<file path="config.mk">
export PLATFORM = sky130hd
export DESIGN_NAME = alu_rr_scheduler_flat
export DESIGN_NICKNAME = d
export VERILOG_FILES = /design/src/rtl/alu_rr_scheduler_if.sv /design/src/rtl/alu_rr_scheduler.sv /design/src/flat_wrapper.sv
export SDC_FILE = /design/constraint.sdc
export NUM_CORES = 1
export LEC_CHECK = 0
export CORE_ASPECT_RATIO = 0.5
export CORE_MARGIN = 4
export CORE_UTILIZATION = 38
export DETAILED_ROUTE_END_ITERATION = 12
export PLACE_DENSITY = 0.8
export RECOVER_POWER = 25
export REMOVE_ABC_BUFFERS = 1
export SYNTH_ARGS = -nofsm -noshare
export SYNTH_HDL_FRONTEND = slang
export SYNTH_SLANG_ARGS = --single-unit
</file>
<file path="constraint.sdc">
create_clock -name clk -period 2.39 [get_ports clk]
set_input_delay 0.5975 -clock clk [delete_from_list [all_inputs] [get_ports clk]]
set_output_delay 0.5975 -clock clk [all_outputs]
set_load 0.005 [all_outputs]
</file>
<file path="src/rtl/alu_rr_scheduler_if.sv">
// alu_rr_scheduler_if
// Bundles every non-clock signal of the shared-ALU scheduler.
//   Request side  : req_valid/req_ready per requester, with packed opcodes and operands.
//                   Requester i uses req_opcode[4i+3:4i], req_op1[8i+7:8i] and req_op2[8i+7:8i].
//   Response side : rsp_valid/rsp_ready handshake carrying rsp_id, rsp_result and rsp_err.
//   ALU side      : alu_enable/alu_opcode/alu_op1/alu_op2 out to the ALU, alu_result back in.
//   Status        : busy.
// The slave modport is the scheduler's view. The master modport is the view of the
// requesters, the response consumer and the ALU, taken together.
interface alu_rr_scheduler_if #(
    parameter int NREQ = 4,
    parameter int IDW  = 2
);
    logic [NREQ-1:0]   req_valid;
    logic [NREQ-1:0]   req_ready;
    logic [4*NREQ-1:0] req_opcode;
    logic [8*NREQ-1:0] req_op1;
    logic [8*NREQ-1:0] req_op2;

    logic              rsp_valid;
    logic              rsp_ready;
    logic [IDW-1:0]    rsp_id;
    logic [15:0]       rsp_result;
    logic              rsp_err;

    logic              alu_enable;
    logic [3:0]        alu_opcode;
    logic [7:0]        alu_op1;
    logic [7:0]        alu_op2;
    logic [15:0]       alu_result;

    logic              busy;

    modport slave (
        input  req_valid, req_opcode, req_op1, req_op2, rsp_ready, alu_result,
        output req_ready, rsp_valid, rsp_id, rsp_result, rsp_err,
               alu_enable, alu_opcode, alu_op1, alu_op2, busy
    );

    modport master (
        output req_valid, req_opcode, req_op1, req_op2, rsp_ready, alu_result,
        input  req_ready, rsp_valid, rsp_id, rsp_result, rsp_err,
               alu_enable, alu_opcode, alu_op1, alu_op2, busy
    );
endinterface

</file>
<file path="src/rtl/alu_rr_scheduler.sv">
// alu_rr_scheduler
// Shares one combinational 8-bit ALU between NREQ requesters.
// Requests are picked round-robin, starting from the requester after the last winner.
// The winner's opcode and operands are registered and drive the ALU for one ISSUE cycle.
// The ALU result is then captured and returned on a single response channel, tagged
// with the winner's index. Only one operation is in flight at a time.
// Ports:
//   clk   - rising-edge clock
//   rst_n - asynchronous active-low reset
//   bus   - alu_rr_scheduler_if.slave (request, response, ALU drive and busy signals)
module alu_rr_scheduler #(
    parameter int NREQ = 4,
    parameter int IDW  = 2
) (
    input  logic                 clk,
    input  logic                 rst_n,
    alu_rr_scheduler_if.slave    bus
);

    localparam logic [1:0] ST_IDLE  = 2'd0;
    localparam logic [1:0] ST_ISSUE = 2'd1;
    localparam logic [1:0] ST_RESP  = 2'd2;

    logic [1:0]      state_q,      state_d;
    logic [IDW-1:0]  last_grant_q, last_grant_d;
    logic [IDW-1:0]  id_q,         id_d;
    logic            alu_enable_q, alu_enable_d;
    logic [3:0]      alu_opcode_q, alu_opcode_d;
    logic [7:0]      alu_op1_q,    alu_op1_d;
    logic [7:0]      alu_op2_q,    alu_op2_d;
    logic            rsp_valid_q,  rsp_valid_d;
    logic [IDW-1:0]  rsp_id_q,     rsp_id_d;
    logic [15:0]     rsp_result_q, rsp_result_d;
    logic            rsp_err_q,    rsp_err_d;

    logic            grant_found;
    logic [IDW-1:0]  grant_idx;
    logic [IDW-1:0]  cand_idx;
    logic [NREQ-1:0] grant_onehot;
    logic [3:0]      win_opcode;
    logic [7:0]      win_op1;
    logic [7:0]      win_op2;

    // Round-robin search: scan upward from last_grant+1, wrapping modulo NREQ.
    // The first valid requester found wins.
    always_comb begin
        grant_found = 1'b0;
        grant_idx   = '0;
        cand_idx    = '0;
        for (int k = 1; k <= NREQ; k++) begin
            cand_idx = IDW'((int'(last_grant_q) + k) % NREQ);
            if (!grant_found && bus.req_valid[cand_idx]) begin
                grant_found = 1'b1;
                grant_idx   = cand_idx;
            end
        end
    end

    assign win_opcode = bus.req_opcode[{grant_idx, 2'b00} +: 4];
    assign win_op1    = bus.req_op1[{grant_idx, 3'b000} +: 8];
    assign win_op2    = bus.req_op2[{grant_idx, 3'b000} +: 8];

    // Ready is only offered in IDLE. It is gated by rst_n so that nothing
    // appears to be accepted while the block is held in reset.
    always_comb begin
        grant_onehot = '0;
        if (rst_n && state_q == ST_IDLE && grant_found) begin
            grant_onehot[grant_idx] = 1'b1;
        end
    end

    // Next-state and datapath update for the IDLE -> ISSUE -> RESP cycle.
    always_comb begin
        state_d      = state_q;
        last_grant_d = last_grant_q;
        id_d         = id_q;
        alu_enable_d = alu_enable_q;
        alu_opcode_d = alu_opcode_q;
        alu_op1_d    = alu_op1_q;
        alu_op2_d    = alu_op2_q;
        rsp_valid_d  = rsp_valid_q;
        rsp_id_d     = rsp_id_q;
        rsp_result_d = rsp_result_q;
        rsp_err_d    = rsp_err_q;
        case (state_q)
            ST_IDLE: begin
                if (grant_found) begin
                    alu_opcode_d = win_opcode;
                    alu_op1_d    = win_op1;
                    alu_op2_d    = win_op2;
                    alu_enable_d = 1'b1;
                    id_d         = grant_idx;
                    last_grant_d = grant_idx;
                    state_d      = ST_ISSUE;
                end
            end
            ST_ISSUE: begin
                // Opcodes 1010/1011 are unsupported by the ALU. The result is
                // still captured, and the error flag marks it.
                rsp_result_d = bus.alu_result;
                rsp_err_d    = (alu_opcode_q == 4'b1010) || (alu_opcode_q == 4'b1011);
                rsp_id_d     = id_q;
                rsp_valid_d  = 1'b1;
                alu_enable_d = 1'b0;
                state_d      = ST_RESP;
            end
            ST_RESP: begin
                if (rsp_valid_q && bus.rsp_ready) begin
                    rsp_valid_d = 1'b0;
                    state_d     = ST_IDLE;
                end
            end
            default: begin
                state_d = ST_IDLE;
            end
        endcase
    end

    // All state clears immediately on reset. The pointer resets to NREQ-1,
    // so requester 0 has first priority.
    always_ff @(posedge clk or negedge rst_n) begin
        if (!rst_n) begin
            state_q      <= ST_IDLE;
            last_grant_q <= IDW'(NREQ - 1);
            id_q         <= '0;
            alu_enable_q <= 1'b0;
            alu_opcode_q <= '0;
            alu_op1_q    <= '0;
            alu_op2_q    <= '0;
            rsp_valid_q  <= 1'b0;
            rsp_id_q     <= '0;
            rsp_result_q <= '0;
            rsp_err_q    <= 1'b0;
        end else begin
            state_q      <= state_d;
            last_grant_q <= last_grant_d;
            id_q         <= id_d;
            alu_enable_q <= alu_enable_d;
            alu_opcode_q <= alu_opcode_d;
            alu_op1_q    <= alu_op1_d;
            alu_op2_q    <= alu_op2_d;
            rsp_valid_q  <= rsp_valid_d;
            rsp_id_q     <= rsp_id_d;
            rsp_result_q <= rsp_result_d;
            rsp_err_q    <= rsp_err_d;
        end
    end

    assign bus.req_ready  = grant_onehot;
    assign bus.rsp_valid  = rsp_valid_q;
    assign bus.rsp_id     = rsp_id_q;
    assign bus.rsp_result = rsp_result_q;
    assign bus.rsp_err    = rsp_err_q;
    assign bus.alu_enable = alu_enable_q;
    assign bus.alu_opcode = alu_opcode_q;
    assign bus.alu_op1    = alu_op1_q;
    assign bus.alu_op2    = alu_op2_q;
    assign bus.busy       = (state_q != ST_IDLE);

endmodule

</file>
<file path="src/flat_wrapper.sv">
// flat-port wrapper written by rule: the top's interface ports become plain ports
module alu_rr_scheduler_flat 
#(
    parameter int NREQ = 4,
    parameter int IDW  = 2
)
  (clk, rst_n, bus_req_valid, bus_req_opcode, bus_req_op1, bus_req_op2, bus_rsp_ready, bus_alu_result, bus_req_ready, bus_rsp_valid, bus_rsp_id, bus_rsp_result, bus_rsp_err, bus_alu_enable, bus_alu_opcode, bus_alu_op1, bus_alu_op2, bus_busy);
  alu_rr_scheduler_if #(.NREQ(NREQ), .IDW(IDW)) bus_i ();
  input  logic clk;
  input  logic rst_n;
  input wire logic [$bits(bus_i.req_valid)-1:0] bus_req_valid;
  input wire logic [$bits(bus_i.req_opcode)-1:0] bus_req_opcode;
  input wire logic [$bits(bus_i.req_op1)-1:0] bus_req_op1;
  input wire logic [$bits(bus_i.req_op2)-1:0] bus_req_op2;
  input wire logic [$bits(bus_i.rsp_ready)-1:0] bus_rsp_ready;
  input wire logic [$bits(bus_i.alu_result)-1:0] bus_alu_result;
  output wire logic [$bits(bus_i.req_ready)-1:0] bus_req_ready;
  output wire logic [$bits(bus_i.rsp_valid)-1:0] bus_rsp_valid;
  output wire logic [$bits(bus_i.rsp_id)-1:0] bus_rsp_id;
  output wire logic [$bits(bus_i.rsp_result)-1:0] bus_rsp_result;
  output wire logic [$bits(bus_i.rsp_err)-1:0] bus_rsp_err;
  output wire logic [$bits(bus_i.alu_enable)-1:0] bus_alu_enable;
  output wire logic [$bits(bus_i.alu_opcode)-1:0] bus_alu_opcode;
  output wire logic [$bits(bus_i.alu_op1)-1:0] bus_alu_op1;
  output wire logic [$bits(bus_i.alu_op2)-1:0] bus_alu_op2;
  output wire logic [$bits(bus_i.busy)-1:0] bus_busy;
  assign bus_i.req_valid = bus_req_valid;
  assign bus_i.req_opcode = bus_req_opcode;
  assign bus_i.req_op1 = bus_req_op1;
  assign bus_i.req_op2 = bus_req_op2;
  assign bus_i.rsp_ready = bus_rsp_ready;
  assign bus_i.alu_result = bus_alu_result;
  assign bus_req_ready = bus_i.req_ready;
  assign bus_rsp_valid = bus_i.rsp_valid;
  assign bus_rsp_id = bus_i.rsp_id;
  assign bus_rsp_result = bus_i.rsp_result;
  assign bus_rsp_err = bus_i.rsp_err;
  assign bus_alu_enable = bus_i.alu_enable;
  assign bus_alu_opcode = bus_i.alu_opcode;
  assign bus_alu_op1 = bus_i.alu_op1;
  assign bus_alu_op2 = bus_i.alu_op2;
  assign bus_busy = bus_i.busy;
  alu_rr_scheduler #(.NREQ(NREQ), .IDW(IDW)) u_core (.clk(clk), .rst_n(rst_n), .bus(bus_i));
endmodule
</file>
== Word level (Yosys, flattened, before mapping) ==
Index checks and enable logic that the tools add are counted.

* Register bits: 47
* Input port bits: 103
* Output and inout bits: 46
* Word-level logic and storage cells: 75

* Add/subtract/negate cells: 4
* Order comparisons: 6
* Eq/ne operators: 6
* Shift-type cells: 3
* Mux-type cells: 26
* Reductions and logical operators: 19

{| class="wikitable"
|+ Operators by type and width
! operator !! number
|-
| $shiftx 32x6->8 || 2
|-
| $shiftx 16x5->4 || 1
|-
| $lt 2x3->1 const B || 5
|-
| $mux 2 || 6
|-
| $mux 1 || 11
|-
| $bmux 1 s2 || 4
|-
| $eq 4x4->1 const B || 2
|-
| $reduce_and 2->1 || 4
|-
| $logic_and 1x1->1 || 7
|-
| $pmux 2 s3 || 1
|-
| $reduce_bool 2->1 || 3
|-
| $add 2x1->2 const B || 2
|-
| $add 2x2->2 const B || 2
|-
| $mux 4 || 1
|-
| $ne 2x1->1 const B || 2
|-
| $pmux 1 s2 || 2
|-
| $logic_not 1->1 || 3
|-
| $demux 1 s2 || 1
|-
| $eq 2x1->1 const B || 1
|-
| $eq 2x2->1 const B || 1
|-
| $ge 2x1->1 const B || 1
|-
| $logic_not 2->1 || 1
|-
| $logic_or 1x1->1 || 1
|}

== Longest topological paths before layout ==
Gate-level depths: netlist of the first run.

* Depth in word-level cells: 18
* Depth in mapped cells: 9
* Depth with buffers taken out: 6

== Worst setup path after synthesis of the first run ==
Ideal clock, no wire load.

* Kind: input-to-output
* Start: in bus_req_valid[3]
* End: out bus_req_ready[3]
* Arrival time: 1,602 ps
* Required time: 1,793 ps
* Slack: 190 ps
* Cell stages on the path: 7
* Buffers on the path: 3
* Cell sequence: buf_2 -> nor4_1 -> or2_1 -> buf_2 -> inv_2 -> buf_4 -> and3_1

* Word-level cells in the longest chain between the ends: 17

{| class="wikitable"
|+ RTL lines
! what !! RTL line !! RTL
|-
| from (decl) || flat_wrapper.sv:11 || <nowiki>input wire logic [$bits(bus_i.req_valid)-1:0] bus_req_valid;</nowiki>
|-
| $bmux 1 s2 || alu_rr_scheduler.sv:52 || <nowiki>if (!grant_found && bus.req_valid[cand_idx]) begin</nowiki>
|-
| $mux 1 (not written as such) || alu_rr_scheduler.sv:52 ||
|-
| $mux 1 || alu_rr_scheduler.sv:52 ||
|-
| $logic_not 1->1 || alu_rr_scheduler.sv:52 ||
|-
| $logic_and 1x1->1 || alu_rr_scheduler.sv:52 ||
|-
| $mux 1 || alu_rr_scheduler.sv:52 ||
|-
| $logic_not 1->1 || alu_rr_scheduler.sv:52 ||
|-
| $logic_and 1x1->1 || alu_rr_scheduler.sv:52 ||
|-
| $mux 1 || alu_rr_scheduler.sv:52 ||
|-
| $logic_not 1->1 || alu_rr_scheduler.sv:52 ||
|-
| $logic_and 1x1->1 || alu_rr_scheduler.sv:52 ||
|-
| $mux 2 || alu_rr_scheduler.sv:52 ||
|-
| $lt 2x3->1 (not written as such) / $ge 2x1->1 (equally long branches) || alu_rr_scheduler.sv:68 || <nowiki>grant_onehot[grant_idx] = 1'b1;</nowiki>
|-
| $logic_and 1x1->1 (not written as such) || alu_rr_scheduler.sv:68 ||
|-
| $mux 1 (not written as such) || alu_rr_scheduler.sv:68 ||
|-
| $demux 1 s2 || n/a ||
|-
| $mux 4 * || alu_rr_scheduler.sv:67 || <nowiki>if (rst_n && state_q == ST_IDLE && grant_found) begin</nowiki>
|-
| to (decl) || flat_wrapper.sv:17 || <nowiki>output wire logic [$bits(bus_i.req_ready)-1:0] bus_req_ready;</nowiki>
|}

Mark *: on every way between the ends. The rest lies on a longest branch, timed or not. The select of a mux whose other input is x is not followed.

== Worst setup path after layout of the first run ==
* Start: in bus_req_valid[3]
* End: out bus_req_ready[2]

Same word-level chain as after synthesis.

==> qor.tcl, run 1 <==
set qor(run_status) {finished clean}
set qor(dr_total_vias) 2770
set qor(post-synth-top-area-fraction_pct) 43.6
set qor(antenna_cells_inserted) 0
set qor(max_cap_viol_count) 0
set qor(track_usage_pct) 21.0
set qor(routabilityCongestion) 0.892
set qor(synth_area_per_cell_um2) 8.96
set qor(clock_tree_from_tritoncts) {yes}
set qor(htree_num_levels) 2
set qor(ff2ff_setup_slack_ps) 330
set qor(path_cells) {dlygate4sd2_1, buf_6, nor2b_1, o21ai_1, nand3_1, nor2_1, clkdlybuf4s15_2}
set qor(cp_top_family) {buffers and inverters}
set qor(die_y_um) 66.3
set qor(wire_length_of_the_first_global_routing_pass_mm) 14.1
set qor(number_of_flops_mapped_to_enable_cells_by_yosys) 0
set qor(seq_area_frac_synth_pct) 45.7
set qor(drt_first_pass_iters) 4
set qor(final_nets) 555
set qor(r2r-end) {u_core.bus.alu_op1[5]}
set qor(cts_buffers) 5
set qor(yosys_most_used_dff) {dfrtp_1}
set qor(switching_share_pct) 37.4
set qor(syn_to_final_growth_pct) 71.1
set qor(power.share.clock_pct) 13.2
set qor(timing.critical_path.arrival_ps) 1790
set qor(endpoint_kind) {primary output}
set qor(overall_die_area_um2) 8250
set qor(synth_cells) 288
set qor(yosysMostFrequentCell) {nand2_1}
set qor(layout_min_cycle_time_ps) 2390
set qor(starting_density_pct) 40.8
set qor(tritoncts_num_sinks) 47
set qor(cp.required_ps) 1790
set qor(max_stage_delay_ps) 260
set qor(worst_hold_path.endpoint) {u_core.bus.rsp_result[14]}
set qor(fin_skew_ps) 5.29
set qor(dpl.hpwl_mm) 6.56
set qor(num-fill-cells) 472
set qor(pwr-share-comb_pct) 57.3
set qor(cts.path.max_buffers) 2
set qor(worst-path-max-fanout) 5
set qor(worst_r2r_startpoint) {u_core.last_grant_q[1]}
set qor(setup.worst_path.start_class) {input port}
set qor(grt_antenna_before_repair) 0
set qor(synthesis.yosys.warnings) 0
set qor(rr_worst_depth) 7
set qor(ys_async_sr_fraction_pct) 100
set qor(slowest_stage) {dlygate4sd2_1}
set qor(synth_cell_type_count) 36
set qor(synth_top_cells_by_count) {nand2_1, dfrtp_1, nor2_1}
set qor(relSlewSlack_pct) 23.5
set qor(synth.area.top_cells) {dfrtp_1, nand2_1, mux2_1, nor2_1, a221oi_1}
set qor(tightest_slew_ps) 1150
set qor(clock_transition_at_path_regs_ps) 60
set qor(grt_start_max_net_pins) 48
set qor(timing.hold.ws_ps) 474
set qor(max_clock_freq_mhz) 419
set qor(tns_ps) 0
set qor(seqPwrFrac_pct) 29.6
set qor(static_leak_uw) 0.00191
set qor(worstSkewPairLatency_ps) 280
set qor(power.density_cell_area_nw_per_um2) 1120
set qor(tightest_hold_check_type) {flip-flop to flip-flop}
set qor(wirelength_mm) 8.76
set qor(number_of_global_route_vias_before_repair) 2896
set qor(drt-initial-drc-count) 137
set qor(ys_ff_latch) 47
set qor(finalHoldViolCount) 0
set qor(numPortBuffers) 148
set qor(die_w_um) 125
set qor(std_cell_rows) 20
set qor(holdCritStartpoint) {u_core.bus.rsp_result[14]}
set qor(synth_top_cell_by_area) {dfrtp_1}
set qor(wl_per_cell_um) 16.2
set qor(holdPathStages) 2
set qor(globalRouteOverflowTotal) 0
set qor(internal-power_uw) 3110
set qor(clock_tree.root_cell) {clkbuf_16}
set qor(worst-path-buf-inv) 3
set qor(p_switching_uw) 1860
set qor(crit_type) {input port to primary output}
set qor(drt_drc_violations_left) 0
set qor(routed_via_density) 5.13
set qor(core_area_um2) 6330
set qor(power.ir.vdd_worst_mv) 0.585
set qor(drive_gt1_share_pct) 12.2
set qor(io-pin-count) 149
set qor(mappedNetlistArea_um2) 2580
set qor(final.period_utilization_pct) 99.8
set qor(report.final.slew_viol_count) 0
set qor(finalSetupViolations) 0
set qor(postRouteAntennaNets) 0
-- sequential cells by signal, indices dropped and copies added (netlist names) --
name	cells
u_core.bus.rsp_valid	1
u_core.bus.alu_opcode	4
u_core.state_q	2
u_core.bus.alu_op1	8
u_core.bus.alu_op2	8
u_core.bus.alu_enable	1
u_core.bus.rsp_result	16
u_core.last_grant_q	2
u_core.bus.rsp_err	1
u_core.id_q	2
u_core.bus.rsp_id	2
-- tightest hold or removal path, cell delays in order, from the launching register on --
cell,delay (ps)
dfrtp_1,340
nand2_1,50
nand2_1,50
-- cell families (layout without fill, tap and decap cells) --
kind of cell / after synthesis / in the layout / synth area share [%]
AND/OR/NAND/NOR: 121 / 121 / 19.0
AO/OA/AOI/OAI: 70 / 70 / 20.2
flip-flops: 47 / 47 / 45.7
buffers and inverters: 28 / 192 / 5.87
multiplexers: 21 / 21 / 8.92
XOR/XNOR: 1 / 1 / 0.340
-- final cells by class --
| class | instances | area [µm²] | area share [%] |
|---|---|---|---|
| clock buffers | 5 | 125 | 2.83 |
| clock inverters | 2 | 13.8 | 0.312 |
| inverters | 7 | 26.3 | 0.595 |
| multi-input cells | 213 | 1270 | 28.8 |
| flip-flops and latches | 47 | 1180 | 26.7 |
| well taps | 88 | 110 | 2.49 |
| repair buffers | 178 | 1690 | 38.3 |
-- per-layer routing --
metal	up-vias	track usage (%)	part of all wire (%)	routed length, µm
li1	1334	-	-	-
met1	1306	22.9	39	3460
met2	105	40.3	52	4570
met3	25	5.00	5.1	445
met4	0	8.33	3.2	282
met5	-	0	0	0
-- worst max-delay path by stage --
stage,end,from,slack [ps],cells after the start
after floorplan,bus_req_ready[3],bus_req_valid[3],-80,4
after global placement,bus_req_ready[0],bus_req_valid[0],-430,6
after detailed placement,bus_req_ready[1],bus_req_valid[1],-520,7
after CTS,bus_req_ready[1],u_core.state_q[1],6,6
after global routing,bus_req_ready[2],bus_req_valid[3],-20,7
final,bus_req_ready[2],bus_req_valid[3],4,7
-- cells in the final DEF, fill, tap and decap left out, types with 4 or more instances in the layout --
master           instances
clkdlybuf4s50_1        139
a21oi_1                  9
o22ai_1                  4
dfrtp_1                 45
nor2_1                  41
inv_1                    5
o21ai_0                 12
nand2_1                 64
mux2i_1                  5
a221oi_1                16
o2bb2ai_1               16
clkbuf_16                5
buf_4                   28
a41o_1                   4
mux2_1                  14
-- repair_timing --
| item | CTS | global route |
|---|---|---|
| gates resized for setup | 14 | 11 |
| pin swaps | 5 | 5 |
| buffers inserted | 5 | 1 |
| endpoints found under the setup margin | 19 | 4 |
| hold buffers | 0 | 0 |
-- through the flow --
step	std cells	power, µW	setup WS (ps)	area, µm²	util, %
after global routing	540	5380	-19.3	4420	69.7
final	540	4970	4.29	4420	69.7
after CTS	539	4940	6.49	4400	69.5
after floorplan	267	2730	-84.6	2450	-
after global placement	527	4110	-432	4220	66.7
after detailed placement	527	4230	-520	4220	66.7
-- power groups by stage --
stage | logic [µW] | registers [µW] | clock network (µW)
2_1_floorplan | 1240 | 1490 | 0
4_1_cts | 2820 | 1460 | 671
6_report | 2840 | 1470 | 654
3_5_place_dp | 2740 | 1490 | 0
5_1_grt | 3150 | 1520 | 717
3_3_place_gp | 2650 | 1460 | 0
Note: power is estimated with default switching activity, not from simulation.
==> run 2: changes to the inputs <==
==> constraint.sdc (replaced) <==
create_clock -name clk -period 2.39 [get_ports clk]
set_input_delay 0.478 -clock clk [delete_from_list [all_inputs] [get_ports clk]]
set_output_delay 0.478 -clock clk [all_outputs]
set_load 0.005 [all_outputs]
==> run 2 against run 1 <==
Compared with the run above:
- sequential power about the same
- count of clock-buffer cells in the layout stayed put
- critical path type unchanged
- global-route usage shrank 0.21 points
- critical endpoint is now bus_req_ready[1]
- sequential share of layout area is 0.37 points higher
- critical path depth unchanged
==> qor.tcl, run 2 (synthesis gave the netlist of run 1 again) <==
set qor(dpl.hpwl_mm) 6.66
set qor(cp.required_ps) 1910
set qor(numPortBuffers) 148
set qor(crit_start) {bus_req_valid[2]}
set qor(max_clock_freq_mhz) 429
set qor(ff2ff_setup_slack_ps) 380
set qor(drive_gt1_share_pct) 9.21
set qor(static_leak_uw) 0.00190
set qor(worst-path-max-fanout) 4
set qor(clock_tree_from_tritoncts) {yes}
set qor(place_inst) 523
set qor(drt-initial-drc-count) 114
set qor(r2r-end) {u_core.bus.alu_op2[7]}
set qor(report.final.slew_viol_count) 0
set qor(max_cap_viol_count) 0
set qor(grt_antenna_before_repair) 0
set qor(crit_type) {input port to primary output}
set qor(fin_skew_ps) 6.14
set qor(dr_total_vias) 2737
set qor(timing.critical_path.arrival_ps) 1850
set qor(wl_per_cell_um) 16.2
set qor(relSlewSlack_pct) 24.9
set qor(htree_num_levels) 2
set qor(drt_drc_violations_left) 0
set qor(holdPathStages) 2
set qor(finalHoldViolCount) 0
set qor(std_cell_rows) 20
set qor(final_util_pct) 68.8
set qor(starting_density_pct) 40.8
set qor(ctsHoldBuffers) 0
set qor(globalRouteOverflowTotal) 0
set qor(routed_via_density) 5.14
set qor(final_nets) 548
set qor(syn_to_final_growth_pct) 68.8
set qor(drt_first_pass_iters) 4
set qor(layout_min_cycle_time_ps) 2330
set qor(power.density_cell_area_nw_per_um2) 1120
set qor(final.period_utilization_pct) 97.5
set qor(setup.worst_path.start_class) {input port}
set qor(tightest_hold_check_type) {flip-flop to flip-flop}
set qor(number_of_global_route_vias_before_repair) 2874
set qor(tightest_slew_ps) 1130
set qor(endpoint_kind) {primary output}
set qor(cts.path.max_buffers) 2
set qor(tritoncts_num_sinks) 47
set qor(die_w_um) 125
set qor(core_area_um2) 6330
set qor(most_frequent_cells_in_the_layout) {clkdlybuf4s50_1, nand2_1, dfrtp_1}
set qor(run_status) {finished clean}
set qor(final_cell_count_no_fill) 533
set qor(cts_buffers) 5
set qor(num-fill-cells) 495
set qor(unrepaired_setup_endpoints_after_global_routing) {no}
set qor(clock_transition_at_path_regs_ps) 60
set qor(largest_register_ff_count) 16
set qor(track_usage_pct) 20.8
set qor(overall_die_area_um2) 8250
set qor(worst_hold_path.endpoint) {u_core.bus.rsp_id[0]}
set qor(finalSetupViolations) 0
set qor(postRouteAntennaNets) 0
set qor(antenna_cells_inserted) 0
set qor(layout_commonest_cell) {clkdlybuf4s50_1}
set qor(power.ir.vdd_worst_mv) 0.577
set qor(routabilityCongestion) 0.868
set qor(worst_r2r_startpoint) {u_core.last_grant_q[1]}
set qor(holdCritStartpoint) {u_core.id_q[0]}
set qor(die_y_um) 66.3
set qor(rr_worst_depth) 6
set qor(worstSkewPairLatency_ps) 290
set qor(wire_length_of_the_first_global_routing_pass_mm) 14.0
set qor(grt_start_max_net_pins) 48
set qor(wirelength_mm) 8.63
set qor(io-pin-count) 149
set qor(clock_tree.root_cell) {clkbuf_16}
[run 2: critical path, cell delays in order]
cell             delay [ps]
clkdlybuf4s50_1         440
nor4_1                  240
or2_1                   180
inv_2                    70
nand2_1                 110
nor2_1                   60
dlygate4sd2_1           260
[run 2: layout make-up]
cell class                      count  area (µm²)  share of cell area [%]
Clock buffer                        5         125                    2.87
Clock inverter                      2        13.8                   0.316
Inverter                            7        26.3                   0.603
Multi-Input combinational cell    213        1260                    28.8
Sequential cell                    47        1180                    27.1
Tap cell                           88         110                    2.53
Timing Repair Buffer              171        1650                    37.8
[run 2: per-stage QoR]
step | TNS, ps | setup WS [ps] | hold slack [ps] | total power [µW] | cell area (µm²)
2_1_floorplan | 0 | 135 | 182 | 2730 | 2450
3_3_place_gp | -1180 | -191 | 457 | 4100 | 4190
3_5_place_dp | -2500 | -250 | 461 | 4210 | 4190
4_1_cts | -125 | -125 | 341 | 4910 | 4350
5_1_grt | 0 | 1.14 | 493 | 5260 | 4360
6_report | 0 | 59.4 | 476 | 4880 | 4360
[run 2: power by group]
part           switching, µW  total, µW  internal, µW
Sequential               258       1470          1210
Combinational           1290       2740          1450
Clock                    280        661           381
[run 2: worst max path at each step]
| stage | to | slack [ps] | cells after the start |
|---|---|---|---|
| global route | bus_req_ready[1] | 1 | 7 |
| floorplan | bus_req_ready[0] | 140 | 5 |
| detailed placement | bus_req_ready[1] | -250 | 7 |
| CTS | bus_req_ready[3] | -120 | 6 |
| finish | bus_req_ready[1] | 60 | 7 |
| global placement | bus_req_ready[0] | -190 | 6 |
[run 2: routing by layer]
metal | routed length [µm] | up-vias | global-route usage [%]
met5 | 0 | - | 0
met4 | 200 | 0 | 7.51
met3 | 409 | 16 | 4.68
met2 | 4700 | 85 | 40.9
met1 | 3320 | 1313 | 22.3
li1 | - | 1323 | -
[run 2: repair_timing]
action | 4_1_cts | 5_1_grt
setup endpoints to repair | 4 | 2
setup buffers | 3 | 0
pin swaps | 1 | 1
gates cloned | 0 | 0
gates resized for setup | 5 | 4
